===== config.mk =====
export PLATFORM = sky130hd
export DESIGN_NAME = control_sequencer
export DESIGN_NICKNAME = d
export VERILOG_FILES = /design/src/rtl/control_pkg.sv /design/src/rtl/control_sequencer_select_encode.sv /design/src/rtl/control_sequencer.sv
export SDC_FILE = /design/constraint.sdc
export NUM_CORES = 1
export LEC_CHECK = 0
export ABC_AREA = 1
export BUFFER_PORTS_ARGS = -buffer_cell sky130_fd_sc_hd__buf_2
export CORE_MARGIN = 2
export CORE_UTILIZATION = 37
export DETAILED_ROUTE_END_ITERATION = 6
export GPL_ROUTABILITY_DRIVEN = 0
export PLACE_DENSITY = 0.81
export SETUP_SLACK_MARGIN = 0.4
export SLEW_MARGIN = 40
export SYNTH_ARGS = -nofsm -noshare
export SYNTH_HDL_FRONTEND = slang
export SYNTH_SLANG_ARGS = --single-unit

===== constraint.sdc =====
create_clock -name clk -period 1.3 [get_ports clk]
set_input_delay 0.195 -clock clk [delete_from_list [all_inputs] [get_ports clk]]
set_output_delay 0.195 -clock clk [all_outputs]
set_load 0.1 [all_outputs]

===== src/rtl/control_pkg.sv =====
// Shared definitions for the control sequencer: opcodes, state encoding, IR field positions.
// Optional build macro MULDIV_EN enables the mul/div opcodes (otherwise they decode as illegal).
package control_pkg;

    localparam int OPC_MSB = 31;
    localparam int OPC_LSB = 27;
    localparam int RA_MSB  = 26;
    localparam int RA_LSB  = 23;
    localparam int RB_MSB  = 22;
    localparam int RB_LSB  = 19;
    localparam int RC_MSB  = 18;
    localparam int RC_LSB  = 15;

    localparam logic [4:0] OP_ADD  = 5'b00011;
    localparam logic [4:0] OP_SUB  = 5'b00100;
    localparam logic [4:0] OP_AND  = 5'b00101;
    localparam logic [4:0] OP_OR   = 5'b00110;
    localparam logic [4:0] OP_ROR  = 5'b00111;
    localparam logic [4:0] OP_ROL  = 5'b01000;
    localparam logic [4:0] OP_SHR  = 5'b01001;
    localparam logic [4:0] OP_SHRA = 5'b01010;
    localparam logic [4:0] OP_SHL  = 5'b01011;
    localparam logic [4:0] OP_DIV  = 5'b01111;
    localparam logic [4:0] OP_MUL  = 5'b10000;
    localparam logic [4:0] OP_NEG  = 5'b10001;
    localparam logic [4:0] OP_NOT  = 5'b10010;
    localparam logic [4:0] OP_HALT = 5'b11011;

    typedef enum logic [3:0] {
        ST_IDLE,
        ST_T0,
        ST_T1,
        ST_T2,
        ST_T3,
        ST_T4,
        ST_T5,
        ST_T6,
        ST_HALT,
        ST_FAULT
    } state_e;

    typedef enum logic [1:0] {
        CLS_ALU,
        CLS_MULDIV,
        CLS_HALT,
        CLS_ILLEGAL
    } op_class_e;

    // Bus/register control strobes, one bit per datapath action.
    typedef struct packed {
        logic pc_out;
        logic mar_enable;
        logic pc_increment;
        logic pc_enable;
        logic read;
        logic mdr_enable;
        logic mdr_out;
        logic ir_enable;
        logic y_enable;
        logic z_enable;
        logic zlo_out;
        logic zhi_out;
        logic lo_enable;
        logic hi_enable;
    } ctrl_t;

    function automatic op_class_e classify(input logic [4:0] op);
        op_class_e cls;
        case (op)
            OP_ADD, OP_SUB, OP_AND, OP_OR, OP_ROR, OP_ROL,
            OP_SHR, OP_SHRA, OP_SHL, OP_NEG, OP_NOT: cls = CLS_ALU;
`ifdef MULDIV_EN
            OP_MUL, OP_DIV:                          cls = CLS_MULDIV;
`endif
            OP_HALT:                                 cls = CLS_HALT;
            default:                                 cls = CLS_ILLEGAL;
        endcase
        return cls;
    endfunction

endpackage


===== src/rtl/control_sequencer_select_encode.sv =====
// Register select encoder: 4-bit register index plus enable to a 16-bit one-hot strobe.
module select_encode (
    input  logic [3:0]  idx_i,
    input  logic        en_i,
    output logic [15:0] onehot_o
);

    always_comb begin
        onehot_o = '0;
        if (en_i) onehot_o[idx_i] = 1'b1;
    end

endmodule


===== src/rtl/control_sequencer.sv =====
// Moore control sequencer: fetch (T0-T2), decode, execute (T3-T6), with HALT/FAULT traps.
// Build macro MULDIV_EN adds the two-result mul/div sequence through T6.
module control_sequencer
    import control_pkg::*;
(
    input  logic        clk,
    input  logic        clr,
    input  logic        start,
    input  logic        stop,
    input  logic [31:0] ir_in,
    output logic        pc_out,
    output logic        mar_enable,
    output logic        pc_increment,
    output logic        pc_enable,
    output logic        read,
    output logic        mdr_enable,
    output logic        mdr_out,
    output logic        ir_enable,
    output logic        y_enable,
    output logic        z_enable,
    output logic        zlo_out,
    output logic        zhi_out,
    output logic        lo_enable,
    output logic        hi_enable,
    output logic [4:0]  op_code,
    output logic [15:0] reg_in,
    output logic [15:0] reg_out,
    output logic        run,
    output logic        illegal
);

    localparam int SEL_RA = 0;
    localparam int SEL_RB = 1;
    localparam int SEL_RC = 2;

    state_e state_q, state_d;
    logic   stop_q,  stop_d;

    logic [4:0]       opc;
    op_class_e        cls;
    logic             neg_not;
    logic             is_md;
    logic             in_instr;
    logic             stop_seen;
    logic             ir_unused;

    logic [2:0][3:0]  sel_idx;
    logic [2:0]       sel_en;
    logic [2:0][15:0] sel_oh;
    ctrl_t            ctrl;
    logic [4:0]       op_code_c;

    assign opc       = ir_in[OPC_MSB:OPC_LSB];
    assign cls       = classify(opc);
    assign neg_not   = (opc == OP_NEG) || (opc == OP_NOT);
    assign is_md     = (cls == CLS_MULDIV);
    assign in_instr  = (state_q inside {ST_T0, ST_T1, ST_T2, ST_T3, ST_T4, ST_T5, ST_T6});
    assign stop_seen = stop_q | stop;
    assign ir_unused = ^ir_in[14:0];

    always_ff @(posedge clk) begin
        if (clr) begin
            state_q <= ST_IDLE;
            stop_q  <= 1'b0;
        end else begin
            state_q <= state_d;
            stop_q  <= stop_d;
        end
    end

    always_comb begin
        state_d = state_q;
        case (state_q)
            ST_IDLE:  if (start) state_d = ST_T0;
            ST_T0:    state_d = ST_T1;
            ST_T1:    state_d = ST_T2;
            ST_T2: begin
                case (cls)
                    CLS_ALU, CLS_MULDIV: state_d = ST_T3;
                    CLS_HALT:            state_d = ST_HALT;
                    default:             state_d = ST_FAULT;
                endcase
            end
            ST_T3:    state_d = ST_T4;
            ST_T4:    state_d = ST_T5;
            ST_T5: begin
                if (is_md)          state_d = ST_T6;
                else if (stop_seen) state_d = ST_IDLE;
                else                state_d = ST_T0;
            end
            ST_T6:    state_d = stop_seen ? ST_IDLE : ST_T0;
            ST_HALT:  state_d = ST_HALT;
            ST_FAULT: state_d = ST_FAULT;
            default:  state_d = ST_IDLE;
        endcase

        // Sticky stop request: accumulates across the instruction, dropped on return to IDLE.
        stop_d = stop_q;
        if (in_instr) stop_d = stop_seen;
        if (state_d == ST_IDLE) stop_d = 1'b0;
    end

    always_comb begin
        ctrl      = '0;
        sel_en    = '0;
        op_code_c = '0;
        case (state_q)
            ST_T0: begin
                ctrl.pc_out       = 1'b1;
                ctrl.mar_enable   = 1'b1;
                ctrl.pc_increment = 1'b1;
                ctrl.z_enable     = 1'b1;
            end
            ST_T1: begin
                ctrl.zlo_out    = 1'b1;
                ctrl.pc_enable  = 1'b1;
                ctrl.read       = 1'b1;
                ctrl.mdr_enable = 1'b1;
            end
            ST_T2: begin
                ctrl.mdr_out   = 1'b1;
                ctrl.ir_enable = 1'b1;
            end
            ST_T3: begin
                sel_en[SEL_RB] = 1'b1;
                ctrl.y_enable  = 1'b1;
            end
            ST_T4: begin
                // Unary ops take their single operand from Rb.
                if (neg_not) sel_en[SEL_RB] = 1'b1;
                else         sel_en[SEL_RC] = 1'b1;
                op_code_c     = opc;
                ctrl.z_enable = 1'b1;
            end
            ST_T5: begin
                ctrl.zlo_out = 1'b1;
                if (is_md) begin
`ifdef MULDIV_EN
                    ctrl.lo_enable = 1'b1;
`endif
                end else begin
                    sel_en[SEL_RA] = 1'b1;
                end
            end
            ST_T6: begin
                ctrl.zhi_out = 1'b1;
`ifdef MULDIV_EN
                ctrl.hi_enable = 1'b1;
`endif
            end
            default: ;
        endcase
    end

    assign sel_idx[SEL_RA] = ir_in[RA_MSB:RA_LSB];
    assign sel_idx[SEL_RB] = ir_in[RB_MSB:RB_LSB];
    assign sel_idx[SEL_RC] = ir_in[RC_MSB:RC_LSB];

    for (genvar g = 0; g < 3; g++) begin : g_sel
        select_encode u_sel (
            .idx_i    (sel_idx[g]),
            .en_i     (sel_en[g]),
            .onehot_o (sel_oh[g])
        );
    end

    assign reg_in  = sel_oh[SEL_RA];
    assign reg_out = sel_oh[SEL_RB] | sel_oh[SEL_RC];
    assign op_code = op_code_c;

    assign pc_out       = ctrl.pc_out;
    assign mar_enable   = ctrl.mar_enable;
    assign pc_increment = ctrl.pc_increment;
    assign pc_enable    = ctrl.pc_enable;
    assign read         = ctrl.read;
    assign mdr_enable   = ctrl.mdr_enable;
    assign mdr_out      = ctrl.mdr_out;
    assign ir_enable    = ctrl.ir_enable;
    assign y_enable     = ctrl.y_enable;
    assign z_enable     = ctrl.z_enable;
    assign zlo_out      = ctrl.zlo_out;
    assign zhi_out      = ctrl.zhi_out;
    assign lo_enable    = ctrl.lo_enable;
    assign hi_enable    = ctrl.hi_enable;

    assign run     = in_instr;
    assign illegal = (state_q == ST_FAULT);

endmodule


==> summary.md, run 1 <==
| Metric | Value |
|---|---|
| Post-synthesis sequential area ratio | 10.5% |
| Post-synthesis register bit count | 5 |
| Yosys top cell by area | nor2_1 |
| Yosys warning count | 0 |
| Syn Std Cell Area | 952 µm² |
| Initial core utilization | 38.8% |
| DIE HEIGHT | 54.7 µm |
| Synth Instances | 185 |
| Share of the synthesized area in the top cell type | 18.1% |
| Row Count | 18 |
| Number of buffers added on ports | 71 |
| Top post-synthesis cells by area | nor2_1 (18%), nand2_1 (15%), dfxtp_1 (11%), inv_1 (9.1%), o21ai_0 (8.4%) |
| Stop Error | [ERROR DPL-0038] Utilization greater than 100%, impossible to legalize |
| Post-Syn Area per Cell | 5.15 µm² |
| Outcome | aborted with a tool error |
| Die X | 54.7 µm |
| Io pins | 89 |
| Failed at | detailed placement |
| Cell variety after synth | 21 |
kinds of logic after synthesis:
logic type / synth area share [%]
buf+inv: 16.2
compound gates: 14.6
simple gates: 54.4
other cells: 0.394
fa+ha+maj: 3.94
flops: 10.5
synth_stat cells, drive strengths merged:
cell,count
a21oi,5
buf,7
conb,1
dfxtp,5
ha,3
inv,27
nand2,42
nand3,15
nand3b,1
nand4,4
nor2,53
o211ai,2
o21ai,19
or2,1
through the flow:
step	setup slack (ps)	hold slack (ps)	instance area, µm²	std cells	TNS (ps)
after global placement	-417	403	2760	301	-7660
after floorplan	-594	254	1560	186	-16600
==> run 2, diff against run 1 <==
--- a/config.mk
+++ b/config.mk
@@ -7,12 +7,11 @@
 export LEC_CHECK = 0
 export ABC_AREA = 1
 export BUFFER_PORTS_ARGS = -buffer_cell sky130_fd_sc_hd__buf_2
-export CORE_MARGIN = 2
-export CORE_UTILIZATION = 37
+export CORE_AREA = 2 2 63 65
 export DETAILED_ROUTE_END_ITERATION = 6
+export DIE_AREA = 0 0 65 67
 export GPL_ROUTABILITY_DRIVEN = 0
-export PLACE_DENSITY = 0.81
-export SETUP_SLACK_MARGIN = 0.4
+export PLACE_DENSITY_LB_ADDON = 0.15
 export SLEW_MARGIN = 40
 export SYNTH_ARGS = -nofsm -noshare
 export SYNTH_HDL_FRONTEND = slang
==> run 2 against run 1 <==
Against the previous run:
- the flow now finishes, with violations (negative setup slack)
- area after synthesis unchanged
- synthesized cell count unchanged
==> summary.md, run 2 <==
| Metric | Value |
|---|---|
| Outcome | finished with violations |
| Violated checks | negative setup slack |
| RSZ-0062 raised after global routing | yes |
| Largest Register | state_q |
| Post-synthesis register bit count | 5 |
| Commonest non-fill, non-tap cells in the layout | buf_12 (51), nor2_4 (33), nand2_1 (27) |
| LEAKAGE | 0.00123 µW |
| Post-DRT Antenna Nets | 0 |
| Row Count | 22 |
| Initial antenna violation count | 0 |
| Post-synthesis sequential area ratio | 10.5% |
| WP data required | 1110 ps |
| Htree depth | 1 |
| Power per cell area | 488 nW/µm² |
| GRT overflow | 0 |
| Worst setup EP type | output port |
| Nets | 320 |
| Slowest-stage cell, CP | dfxtp_2 |
| Max Used Layer | met4 |
| Synth Instances | 185 |
| FMAX | 573 MHz |
| Clock Path Buffers | 2 |
| Initial core utilization | 26.4% |
| Most common cell after layout, fill and taps aside | buf_12 |
| Syn Std Cell Area | 952 µm² |
| Die area | 4360 µm² |
| DIE HEIGHT | 67 µm |
| Die X | 65 µm |
| CTS tree | done |
| Antenna cell count | 0 |
| Period utilisation layout | 134% |
| Most common cell in the netlist | nor2_1 |
| WL met1 | 1720 µm |
| Met2 WL | 2900 µm |
| Top flop regs | state_q: 4 flops, stop_q: 1 flops |
| Worst Skew | 1.67 ps |
| CTS buffer count | 3 |
| Area growth syn-to-layout | 218% |
| Share of layout cells above drive strength 1 | 70.7% |
| Slowest cell delay on critical path | 320 ps |
| Drt total wl | 5020 µm |
| Final Hold Viols | 0 |
| Total track usage | 21.3% |
| Core Region | 3610 µm² |
| Post-Syn Area per Cell | 5.15 µm² |
| Tmin final | 1750 ps |
| DRT iter0 DRCs | 62 |
| Cell variety after synth | 21 |
| Post-place instance area | 2740 µm² |
| Crit start category | flop |
| Hpwl dp | 3650 µm |
| Crit path DAT | 1550 ps |
| Largest net degree at the start of global routing | 9 |
| Cells along the critical path | inv_2, nand2_4, nor2_4, nand4_1, buf_6, o21ai_4, buf_12 |
| WL met3 | 317 µm |
| Number of buffers added on ports | 71 |
| Commonest cells post-synth | nor2_1 (46), nand2_1 (38), inv_1 (23) |
| Yosys warning count | 0 |
| Worst-path fanout max | 6 |
| Worst vdd ir | 609 µV |
| Placed insts | 318 |
| Top post-synthesis cells by area | nor2_1 (18%), nand2_1 (15%), dfxtp_1 (11%), inv_1 (9.1%), o21ai_0 (8.4%) |
| MaxCap Viol Count | 0 |
| Most used DFF post-synth | dfxtp_1 |
| Register area | 110 µm² |
| Post-Layout Cell Count | 328 |
| Vias in the first global route | 1586 |
| Root Buffer | clkbuf_8 |
| Clock net sink count | 5 |
| Hold-fix buffers at CTS | 0 |
| Global-route wire length before repair | 7200 µm |
| Vias/cell | 4.84 |
| Io pins | 89 |
| First-pass iteration count of the detailed router | 4 |
| Share of the synthesized area in the top cell type | 18.1% |
| Max reg flops | 4 |
| Area taken by multi-input logic gates | 1310 µm² |
| Kind of critical path | reg -> out |
| Count of final setup violators | 53 |
| FFs w/ async S/R, synth | 0% |
| DRC viols | 0 |
| Yosys top cell by area | nor2_1 |
| Register clock-pin slew on the reported worst setup and hold paths | 40 ps |
| Number of flops mapped to enable cells by yosys | 0 |
| Worst hold path class | in -> reg |
| Clock Latency Late Sink | 220 ps |
| # fillers | 200 |
| Fin area | 3030 µm² |
| Vias | 1587 |
| Final worst slack | -446 ps |
| Max-slew violations | 0 |
| Routed wire per std cell | 15.3 µm |
==> run 2: final timing paths <==
path / from / endpoint / slack [ps] / cells past startpoint
min reg2reg: stop_q / stop_q / 580 / 2
min: clr / state_q[3] / 190 / 2
max reg2reg: state_q[3] / stop_q / -90 / 9
max: state_q[3] / reg_out[8] / -450 / 7
==> run 2: layer usage <==
layer | vias up | GRT usage [%]
met5 | - | 0
met4 | 0 | 5.32
met3 | 8 | 2.53
met2 | 70 | 45.1
met1 | 737 | 21.6
li1 | 772 | -
==> run 2: critical path: cells and delay by family (launching register included) <==
| kind | cells | cell delay, ps |
|---|---|---|
| buffers and inverters | 3 | 460 |
| and+or+nand+nor | 3 | 390 |
| DFF | 1 | 320 |
| AOI/OAI and AO/OA | 1 | 160 |
==> run 2: cell type report <==
class	instances	area share [%]
repair buffers	97	45.0
multi-input cells	147	43.3
inverters	27	4.51
flip-flops and latches	5	3.64
well taps	48	1.99
clock buffers	4	1.49
==> run 2: cells by family (layout without fill, tap and decap cells) <==
kind of cell | Yosys count | in the layout | share of synthesized area (%)
adders and majority gates | 3 | 3 | 3.94
AOI/OAI and AO/OA | 26 | 26 | 14.6
other | 1 | 2 | 0.394
and+or+nand+nor | 116 | 116 | 54.4
buffers and inverters | 34 | 128 | 16.2
DFF | 5 | 5 | 10.5
==> run 2: through the flow <==
step	setup TNS, ps	hold WS, ps	worst slack [ps]	power (µW)	utilization, %
after floorplan	-17000	257	-594	814	-
after global placement	-8400	409	-455	1060	76.0
after detailed placement	-9560	412	-512	1070	76.0
after CTS	-14310	187	-387	1420	81.5
after global routing	-17420	208	-507	1530	83.9
final	-14880	191	-446	1480	83.9
==> run 2: what timing repair did <==
item,4_1_cts,5_1_grt
resized for setup,31,19
endpoints found under the setup margin,52,56
pin swaps,24,11
endpoints found under the hold margin,0,0
buffers inserted,4,2
==> run 2: power breakdown <==
part           leakage [µW]  internal [µW]  switching [µW]
combinational       0.00116            343             659
clock             0.0000228            211            78.8
sequential        0.0000431            168            18.1
total               0.00123            721             756
Note: power is estimated with default switching activity, not from simulation.
